--- src/rtl/if_id_pkg.sv ---
`default_nettype none
// +------------------------------------------------------------------+
// | if_id_pkg : shared defaults and constants for the IF/ID register |
// | Rev 1.0                                                          |
// +------------------------------------------------------------------+
package if_id_pkg;

  localparam int          c_ADDR_W    = 32;
  localparam int          c_INSTR_W   = 32;
  localparam int          c_CNT_W     = 16;
  localparam logic [31:0] c_NOP_INSTR = 32'h00000020;  // add $0,$0,$0

  // Saturation value of the stall counter at its default width.
  localparam logic [c_CNT_W-1:0] c_STALL_SAT = '1;

endpackage
`default_nettype wire

--- src/rtl/if_id_stage_reg_pipe_slot.sv ---
`default_nettype none
// +------------------------------------------------------------------+
// | pipe_slot : valid + PC/instruction register, load/clear/hold     |
// | Rev 1.0                                                          |
// +------------------------------------------------------------------+
module pipe_slot #(
  parameter int                 ADDR_W    = 32,
  parameter int                 INSTR_W   = 32,
  parameter logic [INSTR_W-1:0] NOP_INSTR = '0
) (
  input  logic               CLK,
  input  logic               RST,
  input  logic               load,
  input  logic               clear,
  input  logic [ADDR_W-1:0]  d_addr,
  input  logic [INSTR_W-1:0] d_instr,
  output logic               valid,
  output logic [ADDR_W-1:0]  addr,
  output logic [INSTR_W-1:0] instr
);

  logic               r_valid;
  logic [ADDR_W-1:0]  r_addr;
  logic [INSTR_W-1:0] r_instr;

  // Clear keeps the address so decode still sees the last PC behind a bubble.
  always_ff @(posedge CLK) begin
    if (RST) begin
      r_valid <= 1'b0;
      r_addr  <= '0;
      r_instr <= NOP_INSTR;
    end else if (clear) begin
      r_valid <= 1'b0;
      r_instr <= NOP_INSTR;
    end else if (load) begin
      r_valid <= 1'b1;
      r_addr  <= d_addr;
      r_instr <= d_instr;
    end
  end

  assign valid = r_valid;
  assign addr  = r_addr;
  assign instr = r_instr;

endmodule
`default_nettype wire

--- src/rtl/if_id_stage_reg.sv ---
`default_nettype none
// +------------------------------------------------------------------+
// | if_id_stage_reg : IF/ID register with skid buffer, flush, stats  |
// | Rev 1.0                                                          |
// +------------------------------------------------------------------+
module if_id_stage_reg
  import if_id_pkg::*;
#(
  parameter int                 ADDR_W    = c_ADDR_W,
  parameter int                 INSTR_W   = c_INSTR_W,
  parameter logic [INSTR_W-1:0] NOP_INSTR = INSTR_W'(c_NOP_INSTR),
  parameter int                 CNT_W     = c_CNT_W
) (
  input  logic               CLK,
  input  logic               RST,
  input  logic [ADDR_W-1:0]  Address,
  input  logic [INSTR_W-1:0] Instr,
  input  logic               In_Valid,
  output logic               In_Ready,
  input  logic               Flush,
  output logic [ADDR_W-1:0]  New_Address,
  output logic [INSTR_W-1:0] New_Instr,
  output logic               Out_Valid,
  input  logic               Out_Ready,
  output logic [CNT_W-1:0]   StallCount
);

  localparam logic [CNT_W-1:0] c_cnt_max = '1;

  logic               w_accept;
  logic               w_main_free;
  logic               w_main_load;
  logic               w_main_clear;
  logic               w_main_from_skid;
  logic               w_skid_load;
  logic               w_skid_clear;
  logic [ADDR_W-1:0]  w_main_d_addr;
  logic [INSTR_W-1:0] w_main_d_instr;
  logic               w_skid_valid;
  logic [ADDR_W-1:0]  w_skid_addr;
  logic [INSTR_W-1:0] w_skid_instr;
  logic [CNT_W-1:0]   r_stall_cnt;

  // The skid can only be occupied while main is, so a free skid slot means room.
  assign In_Ready = !w_skid_valid;

  always_comb begin
    w_main_load      = 1'b0;
    w_main_clear     = 1'b0;
    w_main_from_skid = 1'b0;
    w_skid_load      = 1'b0;
    w_skid_clear     = 1'b0;
    w_accept         = In_Valid && !w_skid_valid;
    w_main_free      = !Out_Valid || Out_Ready;

    if (Flush) begin
      w_main_clear = 1'b1;
      w_skid_clear = 1'b1;
    end else if (w_main_free) begin
      if (w_skid_valid) begin
        w_main_load      = 1'b1;
        w_main_from_skid = 1'b1;
        if (w_accept) w_skid_load  = 1'b1;
        else          w_skid_clear = 1'b1;
      end else if (w_accept) begin
        w_main_load = 1'b1;
      end else begin
        w_main_clear = 1'b1;
      end
    end else if (w_accept) begin
      w_skid_load = 1'b1;
    end
  end

  assign w_main_d_addr  = w_main_from_skid ? w_skid_addr  : Address;
  assign w_main_d_instr = w_main_from_skid ? w_skid_instr : Instr;

  pipe_slot #(
    .ADDR_W   (ADDR_W),
    .INSTR_W  (INSTR_W),
    .NOP_INSTR(NOP_INSTR)
  ) u_main (
    .CLK    (CLK),
    .RST    (RST),
    .load   (w_main_load),
    .clear  (w_main_clear),
    .d_addr (w_main_d_addr),
    .d_instr(w_main_d_instr),
    .valid  (Out_Valid),
    .addr   (New_Address),
    .instr  (New_Instr)
  );

  pipe_slot #(
    .ADDR_W   (ADDR_W),
    .INSTR_W  (INSTR_W),
    .NOP_INSTR(NOP_INSTR)
  ) u_skid (
    .CLK    (CLK),
    .RST    (RST),
    .load   (w_skid_load),
    .clear  (w_skid_clear),
    .d_addr (Address),
    .d_instr(Instr),
    .valid  (w_skid_valid),
    .addr   (w_skid_addr),
    .instr  (w_skid_instr)
  );

  // Flush deliberately leaves the counter alone; only reset clears it.
  always_ff @(posedge CLK) begin
    if (RST) begin
      r_stall_cnt <= '0;
    end else if (Out_Valid && !Out_Ready && (r_stall_cnt != c_cnt_max)) begin
      r_stall_cnt <= r_stall_cnt + 1'b1;
    end
  end

  assign StallCount = r_stall_cnt;

endmodule
`default_nettype wire

--- config.mk ---
export PLATFORM = sky130hd
export DESIGN_NAME = if_id_stage_reg
export DESIGN_NICKNAME = d
export VERILOG_FILES = /design/src/rtl/if_id_pkg.sv /design/src/rtl/if_id_stage_reg_pipe_slot.sv /design/src/rtl/if_id_stage_reg.sv
export SDC_FILE = /design/constraint.sdc
export NUM_CORES = 1
export LEC_CHECK = 0
export CAP_MARGIN = 40
export CORE_ASPECT_RATIO = 0.6
export CORE_MARGIN = 2
export CORE_UTILIZATION = 36
export DETAILED_ROUTE_END_ITERATION = 12
export PLACE_DENSITY = 0.65
export SLEW_MARGIN = 10
export SYNTH_ARGS = -nofsm -noshare
export SYNTH_HDL_FRONTEND = slang
export SYNTH_SLANG_ARGS = --single-unit
--- constraint.sdc ---
create_clock -name CLK -period 2.3 [get_ports CLK]
set_input_delay 0.23 -clock CLK [delete_from_list [all_inputs] [get_ports CLK]]
set_output_delay 0.23 -clock CLK [all_outputs]
set_load 0.01 [all_outputs]
==> summary.txt <==
Drt
  – Avg WL per Cell: roughly 15 µm
  – Drt first pass iters: 5
  – DRC errors left: 0
  – Final ANT Viol Nets: 0
  – Vias/cell: ~4.8
  – Via count: between 4000 and 5000
  – Routed WL: between 15000 and 20000 µm
  – Initial drt markers: between 300 and 400

Setup path
  – Buffer and inverter count on the worst path: 1
  – WP data required: 2.58 ns
  – CP startpoint: StallCount[1]
  – CP top delay family: compound AO/OA/AOI/OAI gates
  – Reg-to-reg startpoint: StallCount[1]
  – R2R cell count: 6
  – Crit path max-delay cell type: o41ai_4
  – Critical path class: reg2reg
  – Capturing point of the worst reg2reg path: StallCount[1]
  – Crit start category: flip-flop
  – Crit path DAT: about 2.4 ns
  – Worst Path Max Fanout: 16
  – Cells along the critical path: ha_1, nand4_2, o41ai_4, buf_4, mux2i_1, nor2_1
  – Max incr delay on CP: just under 0.6 ns
  – Crit path capture type: flip-flop
  – Reg2Reg Setup Slack: 0.18 ns

Cells and area
  – Area Overhead vs Synth: 41.39%
  – Finished Cell Area: 0.008325 mm²
  – Fill count: ~1500
  – Nets: about 880
  – Ant. Diodes: 0
  – Share of layout cells above drive strength 1: 0.07466

Floorplanning
  – Initial Util: 0.3651
  – Num ports: 151
  – Die area: between 0.015 and 0.02 mm²
  – Die Width: 169.1 µm
  – Floorplan row count: 36
  – Core Area: about 0.016 mm²
  – Die height: around 100 µm

Clock network
  – Post-CTS Hold Fix Bufs: 0
  – TritonCTS clock tree: done
  – Clock Sinks: between 100 and 150
  – Clk_lat worst skew: around 0.40 ns
  – CTS Buf Count: 17
  – Post-CTS setup repair buffer count: 0
  – Root Buffer: clkbuf_16
  – H-Tree Depth: 4
  – Clk pin slew, worst setup/hold paths: roughly 0.060 ns
  – Cts repair resizes: 0
  – Deepest clock path buffer count: 2

Yosys
  – Library cells used by synthesis: 39
  – Register bit count reported by yosys: 146
  – Synth top cells by count: dfxtp_1 (146), nand2_1 (135), a21oi_1 (74), nor2_1 (72), mux2i_1 (64)
  – Synth area leaders: dfxtp_1 (50%), mux2i_1 (11%), nand2_1 (8.6%)
  – Cell count after synthesis: about 670
  – Syn avg cell area: around 8.8 µm²
  – Synth Cell Area: 0.005888 mm²
  – Register area share after synthesis: 0.4964
  – Async SR Flop Fraction: 0
  – Syn_nets: around 740
  – Area leader, netlist: dfxtp_1
  – Top-count cell post-synth: dfxtp_1
  – Syn. warnings: 0
  – Number of flops mapped to enable cells by yosys: 0
  – Top_reg_cell synth: dfxtp_1
  – Synth top area share: 0.4964

Run status
  – Outcome: completed

STA
  – Relative slew slack: 0.5160
  – Final setup TNS: 0 ns
  – Actual slew at the worst max-slew pin: 0.7259 ns
  – Final worst path period share: 0.9220
  – Final Skew: between 0.01 and 0.015 ns
  – Final Max Tran Viols: 0
  – Final setup viols: 0
  – Tmin final: 2.121 ns
  – Final Hold Fails: 0
  – Unrepaired setup endpoints after global routing: no
  – Fmax: around 470 MHz

Hold path
  – HP Start: RST
  – Worst min-delay path class: in2reg
  – Hold endpoint: u_skid.instr[28]
  – Worst Hold Depth: 4

Global routing
  – GRT Util Overall: 0.1734
  – Pin count of the biggest net entering global routing: 66
  – Total grt overflow: 0
  – Initial antenna violation count: 2
  – Most Crowded Layer GR: met1
  – Global-route wire length before repair: 23730 µm
  – Met1 usage: 0.2594
  – Grt met2 use: 0.2465
  – Vias in the first global route: 4412
  – GR Util met3: 0.04568

Pwr
  – Pleak: around 3.3 nW
  – Power Density: approximately 770 mW/mm²
  – Worst VDD drop: about 0.45 mV

Place
  – GP Congestion: 0.7670
  – Dpl hpwl: 9995 µm
  – Placed cell area: 0.007642 mm²
  – Port-buffer cells: 150

Job
  – Max cap viols: 0
[logic make-up after synthesis]
family                   Yosys count  share of synthesized area
multiplexers                      67                     0.1158
adder cells (fa/ha/maj)            1                   0.002125
AND/OR/NAND/NOR                  249                     0.1785
XOR/XNOR                           1                   0.001488
buffers and inverters             55                    0.04250
AO/OA/AOI/OAI                    152                     0.1632
flip-flops                       146                     0.4964
[per-stage QoR]
step	util	setup slack [ns]	std cells	power (mW)	hold slack [ns]
floorplan	-	0.4276	671	2.886	0.3540
global placement	0.4739	0.2702	995	3.192	0.4406
detailed placement	0.4739	0.2361	995	3.193	0.4461
CTS	0.5163	0.2212	1026	6.439	0.3567
global route	0.5163	0.03245	1026	6.614	0.3742
finish	0.5163	0.1795	1026	6.376	0.3686
[tightest hold or removal path: cells and delay by family]
kind | cells | cell delay, ns
simple gates | 1 | 0.05
compound gates | 2 | 0.35
buf+inv | 1 | 0.09
[sequential cells by signal, indices dropped and copies added, names as in the netlist]
register	count
u_main.instr	32
u_main.valid	1
u_skid.addr	32
u_main.addr	32
u_skid.instr	32
StallCount	16
u_skid.valid	1
[layout make-up]
cell class | count | area (µm²) | share of cell area
Clock inverter | 12 | 250.2 | 0.03006
Tap cell | 209 | 261.5 | 0.03141
Sequential cell | 146 | 2923 | 0.3511
Clock buffer | 19 | 432.9 | 0.05200
Timing Repair Buffer | 167 | 1712 | 0.2056
Inverter | 3 | 11.26 | 0.001353
Multi-Input combinational cell | 470 | 2735 | 0.3285
[power by group]
part | internal (mW) | switching [mW]
Combinational | 0.276 | 0.240
Sequential | 2.59 | 0.0336
Clock | 2.15 | 1.08
[worst max path at each step]
stage | end | slack, ns | cells past startpoint
floorplan | StallCount[15] | 0.43 | 6
global placement | u_main.addr[13] | 0.27 | 6
detailed placement | StallCount[1] | 0.24 | 6
CTS | StallCount[1] | 0.22 | 6
global route | StallCount[1] | 0.03 | 6
finish | StallCount[1] | 0.18 | 6
[per-layer routing]
metal	up-vias	part of all wire
met4	2	0.0037
li1	2610	-
met5	-	0.00085
met3	6	0.064
met1	2224	0.54
met2	132	0.39
[cell usage in the layout (no fill, tap or decap), types with 10 or more instances in the layout]
| cell | n |
|---|---|
| dfxtp_1 | 146 |
| a211oi_1 | 63 |
| a21oi_1 | 74 |
| buf_4 | 10 |
| nor2_1 | 72 |
| mux2i_1 | 64 |
| clkdlybuf4s50_1 | 149 |
| nand2_1 | 135 |
| clkbuf_16 | 17 |
Power figures use the tool's default switching activity.
